<file path="src/rtl/rv32i_mem_arbiter_pkg.sv">
// Shared types for the RV32i fetch/data memory arbiter: FSM state and grant-port encodings.
package rv32i_mem_arbiter_pkg;

  typedef enum logic [1:0] {
    IDLE = 2'd0,
    IGNT = 2'd1,
    DGNT = 2'd2,
    RESP = 2'd3
  } arb_state_t;

  typedef enum logic {
    ARB_PORT_I = 1'b0,
    ARB_PORT_D = 1'b1
  } arb_port_t;

  localparam int ARB_ADDR_W     = 32;
  localparam int ARB_DATA_W     = 32;
  localparam int ARB_STARVE_MAX = 4;

endpackage

</file>
<file path="src/rtl/rv32i_mem_arbiter_if.sv">
// Core-side (imem_*/dmem_*) and memory-side (mem_*) signals of the arbiter.
// master = arbiter view, slave = view of the core/memory environment around it.
interface rv32i_mem_arbiter_if #(
  parameter int ADDR_W = 32,
  parameter int DATA_W = 32
);
  logic [ADDR_W-1:0]   imem_add_i;
  logic                imem_re_i;
  logic [DATA_W-1:0]   imem_data_o;
  logic                imem_valid_o;

  logic [ADDR_W-1:0]   dmem_add_i;
  logic [DATA_W-1:0]   dmem_di_i;
  logic                dmem_we_i;
  logic                dmem_re_i;
  logic [DATA_W/8-1:0] dmem_ble_i;
  logic [DATA_W-1:0]   dmem_do_o;
  logic                dmem_valid_o;

  logic                mem_req_o;
  logic                mem_we_o;
  logic [ADDR_W-1:0]   mem_add_o;
  logic [DATA_W-1:0]   mem_wdata_o;
  logic [DATA_W/8-1:0] mem_ble_o;
  logic [DATA_W-1:0]   mem_rdata_i;
  logic                mem_ack_i;

  modport master (
    input  imem_add_i, imem_re_i,
    output imem_data_o, imem_valid_o,
    input  dmem_add_i, dmem_di_i, dmem_we_i, dmem_re_i, dmem_ble_i,
    output dmem_do_o, dmem_valid_o,
    output mem_req_o, mem_we_o, mem_add_o, mem_wdata_o, mem_ble_o,
    input  mem_rdata_i, mem_ack_i
  );

  modport slave (
    output imem_add_i, imem_re_i,
    input  imem_data_o, imem_valid_o,
    output dmem_add_i, dmem_di_i, dmem_we_i, dmem_re_i, dmem_ble_i,
    input  dmem_do_o, dmem_valid_o,
    input  mem_req_o, mem_we_o, mem_add_o, mem_wdata_o, mem_ble_o,
    output mem_rdata_i, mem_ack_i
  );
endinterface

</file>
<file path="src/rtl/rv32i_arb_starve_cnt.sv">
// Fetch anti-starvation counter: counts data grants taken while a fetch waits,
// saturates at STARVE_MAX and raises force_fetch; cleared by any fetch grant.
module rv32i_arb_starve_cnt #(
  parameter int STARVE_MAX = 4
) (
  input  logic clk_i,
  input  logic rst_i,
  input  logic data_grant,
  input  logic fetch_grant,
  input  logic fetch_pending,
  output logic force_fetch
);
  localparam int CNT_W = $clog2(STARVE_MAX + 1);
  localparam logic [CNT_W-1:0] CNT_MAX = CNT_W'(STARVE_MAX);

  logic [CNT_W-1:0] cnt_q;

  always_ff @(posedge clk_i or posedge rst_i) begin
    if (rst_i) begin
      cnt_q <= '0;
    end else if (fetch_grant) begin
      cnt_q <= '0;
    end else if (data_grant && fetch_pending && (cnt_q != CNT_MAX)) begin
      cnt_q <= cnt_q + 1'b1;
    end
  end

  assign force_fetch = (cnt_q == CNT_MAX);
endmodule

</file>
<file path="src/rtl/rv32i_mem_arbiter.sv">
// Single-port memory arbiter between RV32i fetch and data ports; data has priority.
// Define RV32I_ARB_STARVE_EN to force a waiting fetch after STARVE_MAX data grants.
module rv32i_mem_arbiter
  import rv32i_mem_arbiter_pkg::*;
#(
  parameter int ADDR_W     = ARB_ADDR_W,
  parameter int DATA_W     = ARB_DATA_W,
  parameter int STARVE_MAX = ARB_STARVE_MAX
) (
  input logic                 clk_i,
  input logic                 rst_i,
  rv32i_mem_arbiter_if.master bus
);
  // state | meaning
  // IDLE  | no transaction; pick data first, else fetch, latch request
  // IGNT  | fetch on memory bus, waiting for ack
  // DGNT  | load/store on memory bus, waiting for ack
  // RESP  | one-cycle valid pulse to the granted port; no new grant

  localparam int BLE_W = DATA_W / 8;

  if (STARVE_MAX < 1) begin : g_bad_starve
    $error("STARVE_MAX must be at least 1");
  end

  arb_state_t        state_q, state_d;
  arb_port_t         port_q;
  logic              req_we_q;
  logic [ADDR_W-1:0] req_add_q;
  logic [DATA_W-1:0] req_wdata_q;
  logic [BLE_W-1:0]  req_ble_q;
  logic [DATA_W-1:0] imem_data_q;
  logic [DATA_W-1:0] dmem_data_q;

  logic data_req;
  logic grant_d;
  logic grant_i;
  logic force_fetch;

  assign data_req = bus.dmem_we_i | bus.dmem_re_i;

`ifdef RV32I_ARB_STARVE_EN
  rv32i_arb_starve_cnt #(
    .STARVE_MAX (STARVE_MAX)
  ) u_starve_cnt (
    .clk_i         (clk_i),
    .rst_i         (rst_i),
    .data_grant    (grant_d),
    .fetch_grant   (grant_i),
    .fetch_pending (bus.imem_re_i),
    .force_fetch   (force_fetch)
  );
`else
  assign force_fetch = 1'b0;
`endif

  always_ff @(posedge clk_i or posedge rst_i) begin
    if (rst_i) state_q <= IDLE;
    else       state_q <= state_d;
  end

  always_comb begin
    state_d = state_q;
    grant_d = 1'b0;
    grant_i = 1'b0;
    unique case (state_q)
      IDLE: begin
        if (bus.imem_re_i && force_fetch) begin
          state_d = IGNT;
          grant_i = 1'b1;
        end else if (data_req) begin
          state_d = DGNT;
          grant_d = 1'b1;
        end else if (bus.imem_re_i) begin
          state_d = IGNT;
          grant_i = 1'b1;
        end
      end
      IGNT, DGNT: begin
        if (bus.mem_ack_i) state_d = RESP;
      end
      RESP:    state_d = IDLE;
      default: state_d = IDLE;
    endcase
  end

  // Request fields are frozen at grant so the core may drop its request mid-transaction.
  always_ff @(posedge clk_i or posedge rst_i) begin
    if (rst_i) begin
      port_q      <= ARB_PORT_I;
      req_we_q    <= 1'b0;
      req_add_q   <= '0;
      req_wdata_q <= '0;
      req_ble_q   <= '0;
    end else if (grant_d) begin
      port_q      <= ARB_PORT_D;
      req_we_q    <= bus.dmem_we_i;
      req_add_q   <= bus.dmem_add_i;
      req_wdata_q <= bus.dmem_di_i;
      req_ble_q   <= bus.dmem_ble_i;
    end else if (grant_i) begin
      port_q      <= ARB_PORT_I;
      req_we_q    <= 1'b0;
      req_add_q   <= bus.imem_add_i;
      req_wdata_q <= '0;
      req_ble_q   <= '1;
    end
  end

  always_ff @(posedge clk_i or posedge rst_i) begin
    if (rst_i) begin
      imem_data_q <= '0;
      dmem_data_q <= '0;
    end else if (bus.mem_ack_i) begin
      if (state_q == IGNT)                 imem_data_q <= bus.mem_rdata_i;
      if ((state_q == DGNT) && !req_we_q)  dmem_data_q <= bus.mem_rdata_i;
    end
  end

  assign bus.mem_req_o    = (state_q == IGNT) || (state_q == DGNT);
  assign bus.mem_we_o     = req_we_q & bus.mem_req_o;
  assign bus.mem_add_o    = req_add_q;
  assign bus.mem_wdata_o  = req_wdata_q;
  assign bus.mem_ble_o    = req_ble_q;
  assign bus.imem_data_o  = imem_data_q;
  assign bus.dmem_do_o    = dmem_data_q;
  assign bus.imem_valid_o = (state_q == RESP) && (port_q == ARB_PORT_I);
  assign bus.dmem_valid_o = (state_q == RESP) && (port_q == ARB_PORT_D);

  // Simultaneous load and store is a core bug; the store wins in the decode above.
  a_no_we_and_re : assert property (@(posedge clk_i) disable iff (rst_i)
    !(bus.dmem_we_i && bus.dmem_re_i))
    else $error("dmem_we_i and dmem_re_i asserted together");

endmodule

</file>
<file path="src/flat_wrapper.sv">
// flat-port wrapper written by rule: the top's interface ports become plain ports
module rv32i_mem_arbiter_flat import rv32i_mem_arbiter_pkg::*;
#(
  parameter int ADDR_W     = ARB_ADDR_W,
  parameter int DATA_W     = ARB_DATA_W,
  parameter int STARVE_MAX = ARB_STARVE_MAX
)
  (clk_i, rst_i, bus_imem_add_i, bus_imem_re_i, bus_imem_data_o, bus_imem_valid_o, bus_dmem_add_i, bus_dmem_di_i, bus_dmem_we_i, bus_dmem_re_i, bus_dmem_ble_i, bus_dmem_do_o, bus_dmem_valid_o, bus_mem_req_o, bus_mem_we_o, bus_mem_add_o, bus_mem_wdata_o, bus_mem_ble_o, bus_mem_rdata_i, bus_mem_ack_i);
  rv32i_mem_arbiter_if #(.ADDR_W(ADDR_W), .DATA_W(DATA_W)) bus_i ();
  input logic clk_i;
  input logic rst_i;
  input wire logic [$bits(bus_i.imem_add_i)-1:0] bus_imem_add_i;
  input wire logic [$bits(bus_i.imem_re_i)-1:0] bus_imem_re_i;
  output wire logic [$bits(bus_i.imem_data_o)-1:0] bus_imem_data_o;
  output wire logic [$bits(bus_i.imem_valid_o)-1:0] bus_imem_valid_o;
  input wire logic [$bits(bus_i.dmem_add_i)-1:0] bus_dmem_add_i;
  input wire logic [$bits(bus_i.dmem_di_i)-1:0] bus_dmem_di_i;
  input wire logic [$bits(bus_i.dmem_we_i)-1:0] bus_dmem_we_i;
  input wire logic [$bits(bus_i.dmem_re_i)-1:0] bus_dmem_re_i;
  input wire logic [$bits(bus_i.dmem_ble_i)-1:0] bus_dmem_ble_i;
  output wire logic [$bits(bus_i.dmem_do_o)-1:0] bus_dmem_do_o;
  output wire logic [$bits(bus_i.dmem_valid_o)-1:0] bus_dmem_valid_o;
  output wire logic [$bits(bus_i.mem_req_o)-1:0] bus_mem_req_o;
  output wire logic [$bits(bus_i.mem_we_o)-1:0] bus_mem_we_o;
  output wire logic [$bits(bus_i.mem_add_o)-1:0] bus_mem_add_o;
  output wire logic [$bits(bus_i.mem_wdata_o)-1:0] bus_mem_wdata_o;
  output wire logic [$bits(bus_i.mem_ble_o)-1:0] bus_mem_ble_o;
  input wire logic [$bits(bus_i.mem_rdata_i)-1:0] bus_mem_rdata_i;
  input wire logic [$bits(bus_i.mem_ack_i)-1:0] bus_mem_ack_i;
  assign bus_i.imem_add_i = bus_imem_add_i;
  assign bus_i.imem_re_i = bus_imem_re_i;
  assign bus_imem_data_o = bus_i.imem_data_o;
  assign bus_imem_valid_o = bus_i.imem_valid_o;
  assign bus_i.dmem_add_i = bus_dmem_add_i;
  assign bus_i.dmem_di_i = bus_dmem_di_i;
  assign bus_i.dmem_we_i = bus_dmem_we_i;
  assign bus_i.dmem_re_i = bus_dmem_re_i;
  assign bus_i.dmem_ble_i = bus_dmem_ble_i;
  assign bus_dmem_do_o = bus_i.dmem_do_o;
  assign bus_dmem_valid_o = bus_i.dmem_valid_o;
  assign bus_mem_req_o = bus_i.mem_req_o;
  assign bus_mem_we_o = bus_i.mem_we_o;
  assign bus_mem_add_o = bus_i.mem_add_o;
  assign bus_mem_wdata_o = bus_i.mem_wdata_o;
  assign bus_mem_ble_o = bus_i.mem_ble_o;
  assign bus_i.mem_rdata_i = bus_mem_rdata_i;
  assign bus_i.mem_ack_i = bus_mem_ack_i;
  rv32i_mem_arbiter #(.ADDR_W(ADDR_W), .DATA_W(DATA_W), .STARVE_MAX(STARVE_MAX)) u_core (.clk_i(clk_i), .rst_i(rst_i), .bus(bus_i));
endmodule
</file>
<file path="config.mk">
export PLATFORM = sky130hd
export DESIGN_NAME = rv32i_mem_arbiter_flat
export DESIGN_NICKNAME = d
export VERILOG_FILES = /design/src/rtl/rv32i_mem_arbiter_pkg.sv /design/src/rtl/rv32i_mem_arbiter_if.sv /design/src/rtl/rv32i_arb_starve_cnt.sv /design/src/rtl/rv32i_mem_arbiter.sv /design/src/flat_wrapper.sv
export SDC_FILE = /design/constraint.sdc
export NUM_CORES = 1
export LEC_CHECK = 0
export ABC_AREA = 1
export BUFFER_PORTS_ARGS = -buffer_cell sky130_fd_sc_hd__buf_2
export CAP_MARGIN = 20
export CELL_PAD_IN_SITES_DETAIL_PLACEMENT = 0
export CELL_PAD_IN_SITES_GLOBAL_PLACEMENT = 1
export CORE_ASPECT_RATIO = 0.7
export CORE_MARGIN = 1
export CORE_UTILIZATION = 34
export CTS_BUF_LIST = sky130_fd_sc_hd__clkbuf_8
export DETAILED_ROUTE_END_ITERATION = 6
export GPL_TIMING_DRIVEN = 0
export PLACE_DENSITY_LB_ADDON = 0.3
export SYNTH_ARGS = -nofsm -noshare
export SYNTH_HDL_FRONTEND = slang
export SYNTH_SLANG_ARGS = --single-unit
</file>
<file path="constraint.sdc">
create_clock -name clk_i -period 5.4 [get_ports clk_i]
set_input_delay 0.27 -clock clk_i [delete_from_list [all_inputs] [get_ports clk_i]]
set_output_delay 0.27 -clock clk_i [all_outputs]
set_load 0.02 [all_outputs]
</file>
# Word-level counts from Yosys, hierarchy flattened
# Cells that the tools add are included.
[word_totals]
output_inout_bits = 136
inputBits = 138
wordCells = 45
register_bits = 136
[op_classes]
reduce_logical = 11
bitwise = 3
n_eq_ne = 5
muxes = 18
[op_table]
columns = ["cell", "n"]
rows = [
  ["2-to-1 mux 32 bit", 4],
  ["2-to-1 mux 1 bit", 8],
  ["2-to-1 mux 4 bit", 2],
  ["2-to-1 mux 2 bit", 3],
  ["case mux 2 bit (3 select lines)", 1],
  ["AND reduction 2 bit", 3],
  ["== test 2 bit, second input constant", 2],
  ["logical AND 1 bit", 3],
  ["inequality test 3 x 2 -> 1 bit, second input constant", 1],
  ["== test 2 x 1 -> 1 bit, second input constant", 1],
  ["zero test 2 bit", 1],
  ["inequality test 2 bit, second input constant", 1],
  ["nonzero test 2 bit", 1],
  ["OR reduction 2 bit", 1],
  ["bitwise AND 1 bit", 1],
  ["zero test 1 bit", 1],
  ["logical OR 1 bit", 1],
  ["inverter 1 bit", 1],
  ["OR 1 bit", 1],
]

# Logic depth before layout (Yosys ltp)
# Gate-level depths: netlist (run 1).
[logic_depth]
depth_word = 5
depth_mapped = 7
depth_no_buf = 7

# Worst setup path before layout (run 1)
# Ideal clock, no wire load.
[synth_timing]
path_kind = "flip-flop to flip-flop"
start = "reg u_core.state_q[0]"
end = "reg u_core.req_add_q[10], in the netlist u_core.bus.mem_add_o[10]"
synth_period_minus_slack_ns = 1.378
arrival_ns = 1.261
stages_incl_launch_ff = 8
setup_ns = 0.117
setup_slack_ns = 4.022
t_required_ns = 5.283
n_path_buf = 2
path_cell_list = "dfrtp_1 inv_1 ha_1 buf_2 buf_2 nand3_1 nand3_1 nand2_1"
[synth_via]
elab_chain_cells = 3
elab_cells_between_ends = 5
classes_between = "mux: 3; reduce/logical: 2"
[synth_lines]
columns = ["item", "line", "rtl"]
rows = [
  ["start: declaration", "rv32i_mem_arbiter.sv:26", "arb_state_t state_q, state_d;"],
  ["start signal: assignment", "rv32i_mem_arbiter.sv:59", "else state_q <= state_d;"],
  ["zero test 2 bit *", "rv32i_mem_arbiter.sv:66", "unique case (state_q)"],
  ["2-to-1 mux 1 bit", "rv32i_mem_arbiter.sv:66", ""],
  ["2-to-1 mux 32 bit / nonzero test 2 bit (equally long branches)", "n/a", ""],
  ["end signal: assignment", "rv32i_mem_arbiter.sv:98", "req_add_q <= bus.dmem_add_i;"],
  ["end signal: assignment", "rv32i_mem_arbiter.sv:104", "req_add_q <= bus.imem_add_i;"],
  ["end: declaration", "rv32i_mem_arbiter.sv:29", "logic [ADDR_W-1:0] req_add_q;"],
]
# Every way passes the cells marked *; elsewhere a longest branch is shown, timed or not.
# A chain may end at the register's enable or synchronous reset.

# Worst setup path in the final report (run 1)
[layout_timing]
start = "reg u_core.state_q[0]"
end = "out bus_mem_we_o"
[layout_via]
elab_chain_cells = 3
elab_cells_between_ends = 4
classes_between = "eq/ne: 2; bitwise: 1; reduce/logical: 1"
[layout_lines]
columns = ["item", "line", "rtl"]
rows = [
  ["== test 2 x 1 -> 1 bit / == test 2 bit (equally long branches)", "rv32i_mem_arbiter.sv:120", "assign bus.mem_req_o = (state_q == IGNT) || (state_q == DGNT);"],
  ["logical OR 1 bit *", "rv32i_mem_arbiter.sv:120", ""],
  ["bitwise AND 1 bit *", "rv32i_mem_arbiter.sv:121", "assign bus.mem_we_o = req_we_q & bus.mem_req_o;"],
  ["end: declaration", "flat_wrapper.sv:24", "output wire logic [$bits(bus_i.mem_we_o)-1:0] bus_mem_we_o;"],
]
# Marks and branches as above.

==> run_results.csv, run 1 <==
group,metric,value,unit
setup_path,crit_type,"reg -> out",
timing,whs,0.08279,ns
yosys,yosys_register_bits,136,
power,seqPwrFrac,34.8,%
global_routing,grt_max_degree,83,
timing,finalHoldViolCount,0,
flow_run,cap_violations,0,
drt,wl_met2,7571,um
timing,fin_crit_sh,34.28,%
global_routing,grt_pass1_vias,5599,
clocking,cts_root_buffer,"clkbuf_8",
drt,drc,0,
drt,vias,5609,
yosys,synth_cell_types,17,
drt,first_pass_iters,6,
floorplan,die_y,113.1,um
yosys,syn_avg_cell_area,8.366,um^2
drt,met1_length,8893,um
power,total_leakage_power,0.004721,uW
final_layout,area_growth,34.73,%
run_status,status,"complete, no violations",
clocking,numCtsBuffers,17,
floorplan,io_pins,274,
global_routing,overflow,0,
clocking,cts.reportedPaths.clkPinSlew,0.08,ns
clocking,clk_latency,0.45,ns
timing,fmax,540.3,MHz
placement,gp_congestion,0.8084,
power,p_clk_share,16.9,%
drt,routed.top_layer,"met4",
worst_hold_path,hold_path.class,"in -> reg",
setup_path,endpoint_kind,"output pin",
floorplan,start_util,34.84,%
timing,slew_viol_final,0,
yosys,synthesis.nets,860,
drt,ant_nets,0,
timing,setup_viol,0,
setup_path,critPathLaunchType,"register",
power,p_int,2666,uW
final_layout,final_nets,1154,
yosys,ys_seq_area_share,56.74,%
clocking,htreeDepth,4,
placement,placed_area,0.007686,mm^2
global_routing,grt_pass1_wl,29220,um
floorplan,dieArea,0.01819,mm^2
drt,viasPerCell,4.469,
power,power.switching,2276,uW
timing,max-slew-margin-rel,63.53,%
final_layout,instances_no_fill,1255,
final_layout,final_design_area_no_fill,0.008082,mm^2
timing,fin_skew,0.01383,ns
drt,wl_met3,1294,um
yosys,yosysWarnings,0,
timing,fin_crit,1.851,ns
placement,dpl.hpwl,13300,um
floorplan,rows,40,
power,peakVddDrop,276.5,uV
global_routing,grt_usage,20.59,%
clocking,postCtsResizedCells,0,
drt,drtIter0Drc,356,
yosys,syn_area,0.005998,mm^2
timing,worst_pin_slew,0.5470,ns
final_layout,seqCellArea,0.003403,mm^2
placement,port_buffers,273,
clocking,cts_buffer_depth,2,
clocking,numClockSinks,136,
setup_path,worstPathRequired,5.13,ns
final_layout,diodes,0,
clocking,tritoncts,"yes",
yosys,syn_inst,717,
final_layout,nFillCells,1781,
placement,place_inst,1222,
floorplan,core-area,0.01722,mm^2
power,pwr-share-comb,48.3,%
drt,avgRoutedWirePerCell,14.36,um
power,sw_frac_of_total,46.06,%
timing,fin_tns_setup,0,ns
timing,rsz0062_at_grt,"false",
floorplan,dieWidth,160.8,um
drt,finalWirelength,18020,um
final_layout,multi_input_area,0.001932,mm^2
global_routing,antenna_found_initial,1,
power,powerDensity,611.5,mW/mm^2
setup_path,cp.arrival,1.58,ns
final_layout,layout-drive-gt1-share,33.11,%
setup_path,cp_max_fo,4,
[path summary, 6_finish.rpt]
| check | startpoint | endpoint | slack, ns | cells after the start |
|---|---|---|---|---|
| min in group asynchronous | rst_i | u_core.bus.mem_add_o[20]$_DFFE_PP0P_ | 0.41 | 3 |
| setup / recovery | u_core.state_q[0]$_DFFE_PP0P_ | bus_mem_we_o | 3.55 | 5 |
| hold reg to reg | u_core.bus.mem_add_o[7]$_DFFE_PP0P_ | u_core.bus.mem_add_o[7]$_DFFE_PP0P_ | 0.48 | 2 |
| hold / removal | bus_mem_rdata_i[7] | u_core.bus.dmem_do_o[7]$_DFFE_PP0P_ | 0.08 | 3 |
| max in group asynchronous | rst_i | u_core.bus.imem_data_o[21]$_DFFE_PP0P_ | 4.20 | 4 |
| setup reg to reg | u_core.state_q[0]$_DFFE_PP0P_ | u_core.bus.dmem_do_o[16]$_DFFE_PP0P_ | 3.59 | 6 |
[sequential cells by signal, indices dropped and copies added, names as in the netlist]
signal	cells
u_core.bus.dmem_do_o	32
u_core.bus.imem_data_o	32
u_core.bus.mem_add_o	32
u_core.bus.mem_wdata_o	32
u_core.bus.mem_ble_o	4
u_core.state_q	2
u_core.port_q	1
u_core.req_we_q	1
[layout by cell type (no fill, tap or decap)]
master	Yosys	final
a21oi_2	1	1
buf_16	0	1
buf_2	17	290
buf_4	4	4
buf_6	8	8
bufinv_16	0	2
clkbuf_1	14	14
clkbuf_8	0	17
clkinv_2	0	4
clkinv_4	0	2
clkinvlp_4	0	2
dfrtp_1	136	136
dlygate4sd3_1	0	1
ha_1	5	5
inv_1	108	108
inv_6	0	5
nand2_1	214	214
nand2_2	1	1
nand3_1	100	100
nand4_1	1	1
nor2_1	5	5
nor2_4	1	1
o21ai_0	78	78
o21ai_1	23	23
o21ai_2	1	1
[cell type report]
cell class              instances  area share [%]
inverters                     108           5.078
clock buffers                  17           2.895
repair buffers                275           17.37
well taps                     231           3.576
flip-flops and latches        136           42.11
plain buffers                  43           3.189
multi-input cells             430           23.90
clock inverters                15           1.873
[cell usage after synthesis]
cell	n	area (um^2)
buf_2	17	85.08
o21ai_1	23	115.1
o21ai_2	1	8.760
nor2_1	5	18.77
o21ai_0	78	390.4
nand4_1	1	6.260
nand3_1	100	500.5
inv_1	108	405.4
buf_6	8	90.09
nand2_1	214	803.3
ha_1	5	62.56
nand2_2	1	6.260
a21oi_2	1	8.760
clkbuf_1	14	52.55
dfrtp_1	136	3403
nor2_4	1	11.26
buf_4	4	30.03
[worst max-delay path: stages, from the launching register on]
cell and delay, ns:
dfrtp_1 0.41, inv_1 0.10, ha_1 0.36, nand2_1 0.07, inv_1 0.05, buf_2 0.16
[cell families (layout without fill, tap and decap cells)]
kind of cell    count (synthesis)  in the layout  synth area share, %
flops                         136            136                56.74
compound gates                103            103                8.719
fa+ha+maj                       5              5                1.043
buf+inv                       151            458                11.06
simple gates                  322            322                22.44
[per-stage QoR]
step                      setup slack, ns  utilization (%)  power [uW]
after global placement            -0.2862            44.45        4121
after global routing                3.392            46.94        5324
final                               3.549            46.94        4942
after detailed placement            3.584            44.64        4151
after floorplan                     1.491                -        3255
after CTS                           3.502            46.94        4999
[power by group through the flow]
stage          combinational (uW)  clock (uW)  sequential [uW]
5_1_grt                      2640         906             1780
2_1_floorplan                 985           0             2270
6_report                     2390         837             1720
3_3_place_gp                 2390           0             1730
4_1_cts                      2420         856             1720
3_5_place_dp                 2420           0             1730
[per-layer routing]
metal | vias up | track usage, %
met5 | - | 0
met4 | 0 | 6.415
met3 | 18 | 6.085
met2 | 170 | 29.81
met1 | 2592 | 29.50
li1 | 2829 | -
[repair_timing]
item,in CTS,in global routing
hold endpoints to repair,54,0
setup buffers,0,0
endpoints found under the setup margin,0,0
hold buffers,1,0
Note: power is estimated with default switching activity, not from simulation.
==> inputs of run 2 (changes only) <==
ABC_AREA = 0   (was 1)
CORE_UTILIZATION = 32   (was 34)
clock period = 1.7 ns   (was 5.4 ns; I/O delays follow)
==> run_results.csv, run 2 <==
group,metric,value,unit
global_routing,grt_pass1_wl,27680,um
final_layout,area_growth,63.64,%
global_routing,grt_pass1_vias,5452,
floorplan,io_pins,274,
clocking,htreeDepth,4,
drt,avgRoutedWirePerCell,15.25,um
timing,finalHoldViolCount,0,
clocking,numClockSinks,136,
drt,first_pass_iters,4,
timing,worst_pin_slew,0.6156,ns
power,total_leakage_power,0.004713,uW
final_layout,final_nets,1042,
yosys,synth_cell_types,22,
placement,dpl.hpwl,11950,um
floorplan,die_y,112.8,um
yosys,synth.most_common_cell,"dfrtp_1",
yosys,yosysWarnings,0,
flow_run,cap_violations,0,
clocking,cts.reportedPaths.clkPinSlew,0.08,ns
global_routing,grt_max_degree,43,
floorplan,core-area,0.01717,mm^2
final_layout,final_common_cell,"buf_2",
floorplan,dieArea,0.01807,mm^2
drt,drtIter0Drc,215,
final_layout,seqCellArea,0.003403,mm^2
yosys,synth-edff-count,0,
timing,rsz0062_at_grt,"true",
yosys,synth_top_area_cell,"dfrtp_1",
clocking,cts_root_buffer,"clkbuf_8",
power,peakVddDrop,794.9,uV
final_layout,multi_input_area,0.001987,mm^2
placement,gp_congestion,0.7962,
setup_path,cp.arrival,1.56,ns
yosys,synth.top_cells.by_count,"dfrtp_1, nand2_1, mux2_2, o21ai_0, mux2i_1",
final_layout,nFillCells,1523,
clocking,numCtsBuffers,17,
timing,fin_crit,1.643,ns
worst_hold_path,hold_path.class,"in -> reg",
yosys,async_reset_ff_share,100.0,%
final_layout,final_cell_mix,"buf_2, dlygate4sd3_1, dfrtp_1",
drt,finalWirelength,17430,um
global_routing,antenna_found_initial,0,
drt,viasPerCell,4.464,
floorplan,start_util,32.67,%
drt,ant_nets,0,
clocking,tritoncts,"yes",
power,power,16500,uW
timing,fin_skew,0.009731,ns
yosys,syn_avg_cell_area,12.06,um^2
yosys,syn_inst,465,
setup_path,crit_type,"reg -> out",
drt,drc,0,
setup_path,endpoint_kind,"output pin",
drt,vias,5102,
setup_path,timing.rr.start,"u_core.state_q[0]$_DFFE_PP0P_",
setup_path,startpoint,"u_core.state_q[0]$_DFFE_PP0P_",
yosys,yosys_register_bits,136,
placement,placed_area,0.007328,mm^2
clocking,cts_buffer_depth,2,
floorplan,rows,40,
yosys,ys_top_cells_by_area,"dfrtp_1, mux2_2, nand2_1",
yosys,ys_seq_area_share,60.67,%
timing,fmax,608.7,MHz
yosys,synth_top_area_share,60.67,%
clocking,clk_latency,0.45,ns
floorplan,dieWidth,160.2,um
final_layout,final_design_area_no_fill,0.009179,mm^2
timing,setup_viol,0,
global_routing,grt_usage,19.67,%
setup_path,worstPathRequired,1.62,ns
worst_hold_path,hold_path.startpoint,"bus_mem_ack_i",
yosys,ys.flop_type,"dfrtp_1",
setup_path,critPathLaunchType,"register",
setup_path,cp_max_fo,5,
timing,max-slew-margin-rel,58.87,%
final_layout,layout-drive-gt1-share,45.18,%
timing,fin_crit_sh,96.64,%
run_status,status,"complete, no violations",
timing,slew_viol_final,0,
placement,port_buffers,273,
yosys,syn_area,0.005609,mm^2
power,powerDensity,1798,mW/mm^2
final_layout,diodes,0,
yosys,synthesis.nets,608,
global_routing,overflow,0,
-- run 2: cell types whose count changed after synthesis, sizes merged, moves of 2 or more --
cell / delta
mux2: +65
nand2: -109
mux2i: +34
o21ai: -32
and2: +2
clkbuf: -7
inv: -103
nand3: -99
buf: -7
-- run 2: per-layer routing --
metal / track usage, % / wire (um)
met4: 6.286 / 269
met5: 0 / 0
met3: 6.232 / 1183
met1: 23.81 / 7579
met2: 33.48 / 8394
-- run 2: cells by family (layout without fill, tap and decap cells) --
kind of cell,count (synthesis),in the layout,share of synthesized area (%)
AND/OR/NAND/NOR,117,117,8.053
adder cells (fa/ha/maj),5,5,1.115
AO/OA/AOI/OAI,74,74,7.004
multiplexers,99,99,19.12
buffers and inverters,34,481,4.038
flip-flops,136,136,60.67
-- run 2: final timing paths --
| check | endpoint | slack (ns) | cells past startpoint |
|---|---|---|---|
| worst min-delay path | u_core.state_q[0]$_DFFE_PP0P_ | 0.09 | 4 |
| worst max-delay path | bus_mem_we_o | 0.06 | 4 |
| max in group asynchronous | u_core.bus.mem_ble_o[2]$_DFFE_PP0P_ | 0.57 | 5 |
| min in group asynchronous | u_core.bus.imem_data_o[0]$_DFFE_PP0P_ | 0.27 | 3 |
| worst max register to register | u_core.bus.dmem_do_o[19]$_DFFE_PP0P_ | 0.08 | 5 |
| worst min register to register | u_core.bus.mem_wdata_o[19]$_DFFE_PP0P_ | 0.48 | 2 |
-- run 2: critical path, cell delays in order (launching register included) --
cell and delay [ns]:
dfrtp_1 0.42, inv_2 0.10, ha_2 0.30, and2_1 0.15, buf_4 0.16
-- run 2: layout make-up --
type                    count  area share [%]
flip-flops and latches    136           37.08
well taps                 231           3.149
clock inverters            14           1.758
multi-input cells         295           21.65
clock buffers              18           2.699
repair buffers            415           30.64
plain buffers              29           2.781
inverters                   5          0.2454
-- run 2: where the power goes --
group	switching, uW	internal, uW	leakage, uW
registers	829	4840	0.00169
logic	4800	3250	0.00282
clock network	1400	1380	0.000203
-- run 2: what timing repair did --
item                       4_1_cts  5_1_grt
setup endpoints to repair       45      100
gates resized for setup          7       22
hold buffers                   136        0
gates cloned                     0        1
hold endpoints to repair       158        0
buffers inserted                 1        1
-- run 2: per-stage QoR --
stage | setup TNS [ns] | instances | util [%] | hold slack (ns) | setup slack (ns)
2_1_floorplan | -10.63 | 465 | - | 0.2123 | -0.07815
3_3_place_gp | -122.47 | 969 | 42.34 | 0.3199 | -0.9120
3_5_place_dp | -0.2537 | 972 | 42.69 | 0.2006 | -0.02141
4_1_cts | -0.004124 | 1141 | 53.14 | 0.05471 | -0.004124
5_1_grt | -0.1853 | 1143 | 53.47 | 0.09920 | -0.03421
6_report | 0 | 1143 | 53.47 | 0.08757 | 0.05719
==> inputs of run 3 (changes only) <==
RECOVER_POWER = 25   (was unset)
TNS_END_PERCENT = 50   (was unset)
==> run_results.csv, run 3 (synthesized netlist as in run 2, its figures left out) <==
group,metric,value,unit
final_layout,final_nets,1042,
placement,port_buffers,273,
clocking,htreeDepth,4,
power,total_leakage_power,0.004706,uW
drt,drtIter0Drc,214,
clocking,numCtsBuffers,17,
setup_path,crit_type,"reg -> out",
drt,drc,0,
timing,fmax,608.7,MHz
clocking,cts.reportedPaths.clkPinSlew,0.08,ns
timing,slew_viol_final,0,
setup_path,rrSetupSlack,0.08,ns
drt,viasPerCell,4.465,
power,sw_frac_of_total,42.66,%
final_layout,diodes,0,
global_routing,overflow,0,
worst_hold_path,min_delay_path_depth,4,
timing,fin_tns_setup,0,ns
power,peakVddDrop,794.9,uV
drt,avgRoutedWirePerCell,15.24,um
timing,max-slew-margin-rel,19.79,%
floorplan,rows,40,
floorplan,io_pins,274,
final_layout,nFillCells,1525,
setup_path,timing.rr.start,"u_core.state_q[0]$_DFFE_PP0P_",
floorplan,start_util,32.67,%
setup_path,endpoint_kind,"output pin",
timing,fin_crit_sh,96.64,%
final_layout,area_growth,63.35,%
final_layout,layout-drive-gt1-share,45.18,%
global_routing,grt_max_degree,43,
global_routing,antenna_found_initial,0,
setup_path,worstPathRequired,1.62,ns
setup_path,critPathLaunchType,"register",
timing,finalHoldViolCount,0,
flow_run,cap_violations,0,
final_layout,final_cell_mix,"buf_2, dlygate4sd3_1, dfrtp_1",
setup_path,cp_max_fo,5,
drt,ant_nets,0,
clocking,tritoncts,"yes",
drt,first_pass_iters,4,
global_routing,grt_pass1_wl,27680,um
clocking,cts_buffer_depth,2,
timing,fin_skew,0.009731,ns
floorplan,dieArea,0.01807,mm^2
timing,fin_crit,1.643,ns
floorplan,die_y,112.8,um
power,seqPwrFrac,34.4,%
run_status,status,"complete, no violations",
timing,whs,0.08757,ns
worst_hold_path,hold_path.class,"in -> reg",
setup_path,r2r_cells,5,
power,p_int,9456,uW
setup_path,reg2reg_to,"u_core.bus.dmem_do_o[19]$_DFFE_PP0P_",
floorplan,dieWidth,160.2,um
final_layout,final_common_cell,"buf_2",
placement,dpl.hpwl,11950,um
clocking,clk_latency,0.45,ns
power,power.switching,7036,uW
final_layout,multi_input_area,0.001987,mm^2
clocking,cts_root_buffer,"clkbuf_8",
floorplan,core-area,0.01717,mm^2
clocking,numClockSinks,136,
worst_hold_path,hold_path_end,"u_core.state_q[0]$_DFFE_PP0P_",
drt,finalWirelength,17420,um
global_routing,grt_usage,19.67,%
power,p_clk_share,16.9,%
worst_hold_path,hold_path.startpoint,"bus_mem_ack_i",
global_routing,grt_pass1_vias,5452,
power,pwr-share-comb,48.7,%
setup_path,cp.arrival,1.56,ns
placement,gp_congestion,0.7962,
timing,setup_viol,0,
power,powerDensity,1800,mW/mm^2
timing,rsz0062_at_grt,"true",
timing,worst_pin_slew,1.197,ns
drt,vias,5104,
final_layout,seqCellArea,0.003403,mm^2
run 3: cell count changes in the layout (fill, tap and decap cells not counted):
cell / change
buf_12: -1
buf_2: +2
buf_6: +1
clkbuf_4: -2
clkinvlp_2: +1
clkinvlp_4: -1
run 3: power groups by stage:
stage / clock [uW] / combinational, uW / sequential (uW)
finish: 2780 / 8040 / 5670
floorplan: 0 / 2950 / 7590
CTS: 2860 / 7960 / 5670
global route: 3000 / 8690 / 5870
detailed placement: 0 / 7670 / 5700
global placement: 0 / 7510 / 5630
run 3: timing repair:
item	4_1_cts	5_1_grt
gates cloned	0	1
gates resized for setup	7	20
setup buffers	1	1
hold buffers	136	0
endpoints found under the setup margin	45	100
endpoints found under the hold margin	158	0
run 3: worst max-delay path by stage:
| stage | startpoint | to |
|---|---|---|
| finish | u_core.state_q[0]$_DFFE_PP0P_ | bus_mem_we_o |
| global route | u_core.state_q[1]$_DFFE_PP0P_ | bus_mem_we_o |
| CTS | u_core.state_q[1]$_DFFE_PP0P_ | bus_mem_we_o |
| detailed placement | u_core.state_q[1]$_DFFE_PP0P_ | u_core.bus.mem_wdata_o[17]$_DFFE_PP0P_ |
| global placement | rst_i | u_core.bus.mem_wdata_o[9]$_DFFE_PP0P_ |
| floorplan | rst_i | u_core.bus.dmem_do_o[0]$_DFFE_PP0P_ |
run 3: critical path: stages (launching register included):
cell and delay, ns:
dfrtp_1 0.42, inv_2 0.10, ha_2 0.30, and2_1 0.15
buf_4 0.16
run 3: metal layers:
layer,track usage [%],part of all wire [%],up-vias
met5,0,0,-
met2,33.48,48,183
li1,-,-,2443
met1,23.81,44,2454
met4,6.286,1.5,0
met3,6.232,6.8,24
run 3: area by class of cell:
cell class	instances	share of cell area, %
Buffer	29	2.731
Clock buffer	18	2.704
Clock inverter	14	1.762
Inverter	5	0.2185
Multi-Input combinational cell	295	21.69
Sequential cell	136	37.14
Tap cell	231	3.154
Timing Repair Buffer	415	30.60
run 3: through the flow:
| step | cell area, um^2 | instances | total power, uW | util [%] | setup WS (ns) |
|---|---|---|---|---|---|
| finish | 9163 | 1143 | 16490 | 53.37 | 0.05719 |
| CTS | 9123 | 1141 | 16490 | 53.14 | -0.004124 |
| floorplan | 5613 | 465 | 10540 | - | -0.07815 |
| detailed placement | 7328 | 972 | 13370 | 42.69 | -0.02141 |
| global route | 9163 | 1143 | 17560 | 53.37 | -0.03421 |
| global placement | 7268 | 969 | 13130 | 42.34 | -0.9120 |
